File: src/rtl/phase_accumulator_pkg.sv
// Shared fixed-point constants and types for the phase accumulator.
// The 4Q22 constants are the same values cos_clocked truncates, so the wrap limits match bit for bit.
package phase_accumulator_pkg;

  localparam int PD    = 4;
  localparam int P     = 9;
  localparam int NUM_W = 16;

  localparam int FRAC_REF = 22;
  localparam longint PI_4Q22      = 64'd13176795;
  localparam longint PI2_4Q22     = 64'd26353589;
  localparam longint PI_HALF_4Q22 = 64'd6588397;

  // Truncate a 4Q22 constant to frac fractional bits.
  function automatic int to_pdqp(input longint c, input int frac);
    return int'(c >>> (FRAC_REF - frac));
  endfunction

  typedef enum logic {
    ST_IDLE = 1'b0,
    ST_RUN  = 1'b1
  } state_e;

endpackage

File: src/rtl/phase_accumulator_phase_wrap.sv
// Combinational phase advance: phase + step in one extra bit, folded by +/-2pi back into range.
module phase_wrap #(
  parameter int W       = 13,
  parameter int PI_LIM  = 1608,
  parameter int PI2_LIM = 3216
) (
  input  logic signed [W-1:0] i_phase,
  input  logic signed [W-1:0] i_step,
  output logic signed [W-1:0] o_sum,
  output logic                o_wrap
);

  logic signed [W:0] sum_ext;
  logic signed [W:0] folded;
  logic signed [W:0] pi_ext;
  logic signed [W:0] pi2_ext;

  assign pi_ext  = (W+1)'(PI_LIM);
  assign pi2_ext = (W+1)'(PI2_LIM);

  // Exactly +/-pi stays put; only strictly outside the range folds.
  always_comb begin
    sum_ext = {i_phase[W-1], i_phase} + {i_step[W-1], i_step};
    folded  = sum_ext;
    o_wrap  = 1'b0;
    if (sum_ext > pi_ext) begin
      folded = sum_ext - pi2_ext;
      o_wrap = 1'b1;
    end else if (sum_ext < -pi_ext) begin
      folded = sum_ext + pi2_ext;
      o_wrap = 1'b1;
    end
    o_sum = folded[W-1:0];
  end

endmodule

File: src/rtl/phase_accumulator.sv
// NCO phase front end: one wrapped pdQp phase per cycle, burst or continuous,
// with phase-continuous retune through a shadow step register.
module phase_accumulator
  import phase_accumulator_pkg::*;
#(
  parameter int pd = PD,
  parameter int p  = P,
  parameter int NW = NUM_W
) (
  input  logic               clk,
  input  logic               rst,
  input  logic               i_start,
  input  logic               i_stop,
  input  logic [pd+p-1:0]    i_phase0,
  input  logic [pd+p-1:0]    i_step,
  input  logic               i_step_wr,
  input  logic [NW-1:0]      i_num,
  output logic [pd+p-1:0]    o_phase,
  output logic               o_valid,
  output logic               o_wrap,
  output logic               o_done,
  output logic               o_busy
);

  localparam int W       = pd + p;
  localparam int PI_LIM  = to_pdqp(PI_4Q22, p);
  localparam int PI2_LIM = to_pdqp(PI2_4Q22, p);

  state_e        state_q, state_d;
  logic [W-1:0]  phase_q, phase_d;
  logic [W-1:0]  step_q, step_d;
  logic [W-1:0]  shadow_q, shadow_d;
  logic [NW-1:0] count_q, count_d;
  logic [NW-1:0] num_q, num_d;
  logic          valid_q, valid_d;
  logic          wrap_q, wrap_d;
  logic          done_q, done_d;

  logic [W-1:0]  next_phase;
  logic          next_wrap;
  logic [NW-1:0] count_inc;
  logic          start_ok;

  assign count_inc = count_q + NW'(1);
  assign start_ok  = i_start && !i_stop;

  // The shadow step becomes active at this sample boundary, so the adder uses it directly.
  phase_wrap #(
    .W       (W),
    .PI_LIM  (PI_LIM),
    .PI2_LIM (PI2_LIM)
  ) u_phase_wrap (
    .i_phase (phase_q),
    .i_step  (shadow_q),
    .o_sum   (next_phase),
    .o_wrap  (next_wrap)
  );

  always_comb begin
    state_d  = state_q;
    phase_d  = phase_q;
    step_d   = step_q;
    shadow_d = i_step_wr ? i_step : shadow_q;
    count_d  = count_q;
    num_d    = num_q;
    valid_d  = 1'b0;
    wrap_d   = wrap_q;
    done_d   = 1'b0;

    if (start_ok) begin
      state_d  = ST_RUN;
      phase_d  = i_phase0;
      step_d   = i_step;
      shadow_d = i_step;
      num_d    = i_num;
      count_d  = NW'(1);
      valid_d  = 1'b1;
      wrap_d   = 1'b0;
      done_d   = (i_num == NW'(1));
    end else if (state_q == ST_RUN) begin
      // done_q marks the sample just emitted as the last of the burst.
      if (i_stop || done_q) begin
        state_d = ST_IDLE;
      end else begin
        step_d  = shadow_q;
        phase_d = next_phase;
        wrap_d  = next_wrap;
        count_d = count_inc;
        valid_d = 1'b1;
        done_d  = (num_q != '0) && (count_inc == num_q);
      end
    end
  end

  always_ff @(posedge clk) begin
    if (rst) begin
      state_q  <= ST_IDLE;
      phase_q  <= '0;
      step_q   <= '0;
      shadow_q <= '0;
      count_q  <= '0;
      num_q    <= '0;
      valid_q  <= 1'b0;
      wrap_q   <= 1'b0;
      done_q   <= 1'b0;
    end else begin
      state_q  <= state_d;
      phase_q  <= phase_d;
      step_q   <= step_d;
      shadow_q <= shadow_d;
      count_q  <= count_d;
      num_q    <= num_d;
      valid_q  <= valid_d;
      wrap_q   <= wrap_d;
      done_q   <= done_d;
    end
  end

  assign o_phase = phase_q;
  assign o_valid = valid_q;
  assign o_wrap  = wrap_q;
  assign o_done  = done_q;
  assign o_busy  = (state_q == ST_RUN);

endmodule

File: config.mk
export PLATFORM = sky130hd
export DESIGN_NAME = phase_accumulator
export DESIGN_NICKNAME = d
export VERILOG_FILES = /design/src/rtl/phase_accumulator_pkg.sv /design/src/rtl/phase_accumulator_phase_wrap.sv /design/src/rtl/phase_accumulator.sv
export SDC_FILE = /design/constraint.sdc
export NUM_CORES = 1
export LEC_CHECK = 0
export ABC_AREA = 1
export BUFFER_PORTS_ARGS = -buffer_cell sky130_fd_sc_hd__buf_4
export CORE_MARGIN = 2
export CORE_UTILIZATION = 52
export CTS_CLUSTER_SIZE = 40
export DETAILED_ROUTE_END_ITERATION = 6
export GPL_ROUTABILITY_DRIVEN = 0
export PLACE_DENSITY = 0.76
export SLEW_MARGIN = 20
export SYNTH_ARGS = -nofsm -noshare
export SYNTH_HDL_FRONTEND = slang
export SYNTH_SLANG_ARGS = --single-unit
File: constraint.sdc
create_clock -name clk -period 2.6 [get_ports clk]
set_input_delay 0.13 -clock clk [delete_from_list [all_inputs] [get_ports clk]]
set_output_delay 0.13 -clock clk [all_outputs]
set_load 0.02 [all_outputs]
==> impl_metrics.yaml <==
floorplanning:
  die_width_um: 94.9
  ioPinCount: 64
  core_um2: 8130
  dieArea_um2: 9010
  row_count: 33
  die_h_um: 94.9
  start_util_pct: 52.9
setup_path:
  required_ns: 2.83
  cp.arrival_ns: 2.96
  cp_max_fo: 7
  worstSetupPathType: "reg -> reg"
  crit_path_start_kind: "flip-flop"
  worstSetupEndpointType: "flip-flop"
sta:
  whs_ns: 0.0431
  fin_skew_ns: 0.0115
  slew_headroom_pct: 46.7
  finalSetupViolCount: 10
  hold_viol_final: 0
  period_needed_ns: 2.74
  post-route-period-util_pct: 105
  final_max_slew_viol_count: 0
  grt_setup_unrepaired: "true"
  setup_slack_ns: -0.137
  worstMarginPinSlew_ns: 0.799
  fmax_mhz: 365
  tns_ns: -0.804
global_route:
  groute.usage.overall_pct: 29.9
  grt_pass1_vias: 4652
  grt_pass1_wl_um: 21100
  overflow: 0
  antenna_found_initial: 0
  grt_max_degree: 31
final_layout:
  register_area_um2: 1230
  multi_input_area_um2: 2750
  antenna_cells: 0
  most-common-layout-cells: "141 x nand2_1, 87 x buf_4, 84 x inv_1"
  syn_to_final_growth_pct: 24.4
  stdcell_count: 858
  drive_gt1_share_pct: 21.8
  fin_util_pct: 65.7
  final_common_cell: "nand2_1"
  fin_area_um2: 5350
  fillers: 701
  fin_nets: 813
synthesis:
  synth_seq_cells: 61
  syn_area_per_cell_um2: 6.45
  synthArstFlopShare_pct: 0
  synth_area_um2: 4300
  synth_edf_count: 0
  synth_top_flop_cell: "dfxtp_1"
  synthCells: 667
  synth-warning-count: 0
  synth_cell_types: 45
  ys_seq_area_share_pct: 28.4
  syn-num-nets: 732
min_path:
  hp-class: "in -> reg"
cts:
  path_clk_slew_ns: 0.07
  cts_root_buf: "clkbuf_8"
  cts_buffer_depth: 2
  cts_max_level: 3
  cts.sinks: 61
  hold_buffers: 0
  clk_latency_ns: 0.34
  cts_buffers: 9
  cts_tree: "built"
power:
  finalPower_mw: 2.96
  p_leak_nw: 2.57
  irDropWorstVdd_uv: 386
  powerDensity_nw_per_um2: 554
run_status:
  violations: "design-rule violations, negative setup slack"
  status: "finished, violations left"
routing:
  ant_nets: 0
  dr.pass1.iters: 7
  wirelength_um: 13100
  vias: 4808
  post_drt_wl_per_cell_um: 15.3
  drtIter0Drc: 290
  drc_errors: 4
  viasPerCell: 5.60
placed_design:
  placed_cells: 837
  place_ws_ns: -0.153
  place.port_buffers: 63
  placed_cell_area_um2: 4980
  hpwlAfterDp_um: 9720
run:
  drv_cap: 0
[repair_timing]
action / CTS / global route
pin swaps: 15 / 15
buffers inserted: 4 / 1
gates resized for setup: 16 / 11
endpoints found under the setup margin: 10 / 10
[layout make-up]
type	count	share of cell area, %
Tap cell	105	2.46
Clock buffer	13	2.97
Inverter	92	6.46
Timing Repair Buffer	88	12.4
Clock inverter	3	1.26
Sequential cell	61	23.0
Multi-Input combinational cell	496	51.4
[path summary, 6_finish.rpt]
path	startpoint	endpoint	slack (ns)	cells after the start
worst min-delay path	i_num[3]	num_q[3]	0.04	3
worst min register to register	num_q[2]	num_q[2]	0.48	2
worst max register to register	shadow_q[0]	o_phase[5]	-0.14	21
worst max-delay path	shadow_q[0]	o_phase[5]	-0.14	21
[metal layers]
metal  share of wire, %  up-vias  track usage (%)
met2                 49      204             53.8
met4                3.4        0             13.0
met3                6.3       49             5.43
li1                   -     2350                -
met5                  0        -                0
met1                 41     2205             34.5
[kinds of logic after synthesis]
| logic type | Yosys count | share of synthesized area, % |
|---|---|---|
| AO/OA/AOI/OAI | 124 | 16.6 |
| XOR/XNOR | 16 | 4.45 |
| adder cells (fa/ha/maj) | 18 | 5.41 |
| buffers and inverters | 110 | 10.5 |
| flip-flops | 61 | 28.4 |
| AND/OR/NAND/NOR | 338 | 34.6 |
[cell usage after synthesis, types with 2 or more instances]
cell type    n  area share (%)
a211oi_1     2            0.35
a21oi_1     48             5.6
a21oi_2      2            0.41
a21oi_4      2            0.76
a22o_1       6             1.2
a31oi_1      5            0.73
buf_4        2            0.35
buf_6        2            0.52
clkbuf_1    11            0.96
dfxtp_1     61              28
ha_1        17             4.9
inv_1       88             7.7
inv_2        3            0.26
nand2_1    149              13
nand2_2     13             1.9
nand2_4      2            0.52
nand3_1     65             7.6
nand3b_1     2            0.35
nand4_1     14             2.0
nor2_1      78             6.8
nor2_2       3            0.44
nor3_1       5            0.58
nor4_1       2            0.29
o21ai_0     49             5.7
o21bai_1     2            0.35
o22ai_1      2            0.29
or2_2        2            0.29
xnor2_1      3            0.61
xor2_1      10             2.0
xor2_4       2             1.3
[sequential cells by signal (all words and copies together), names as in the netlist]
name / count
shadow_q: 13
num_q: 16
count_q: 16
o_wrap: 1
o_phase: 13
o_valid: 1
o_done: 1
[critical path: stages, from the launching register on]
cell     delay [ns]
dfxtp_2        0.36
ha_4           0.15
inv_2          0.03
fa_2           0.35
inv_2          0.08
nand3_2        0.06
nand2_2        0.09
xor2_2         0.18
inv_2          0.09
ha_4           0.17
nand2_2        0.06
nor3_2         0.04
nand2_1        0.09
nand3_2        0.09
nand2_2        0.09
nand2_2        0.07
nand2_4        0.14
nand2_8        0.09
o21ai_2        0.15
inv_1          0.09
nand2_2        0.09
a21oi_2        0.05
[power breakdown]
part           internal, mW  leakage [nW]  total, mW  switching (mW)
Combinational         0.362          1.96      0.932           0.570
Clock                 0.594         0.110      0.990           0.396
Sequential            0.990         0.503       1.04          0.0489
Note: power is estimated with default switching activity, not from simulation.
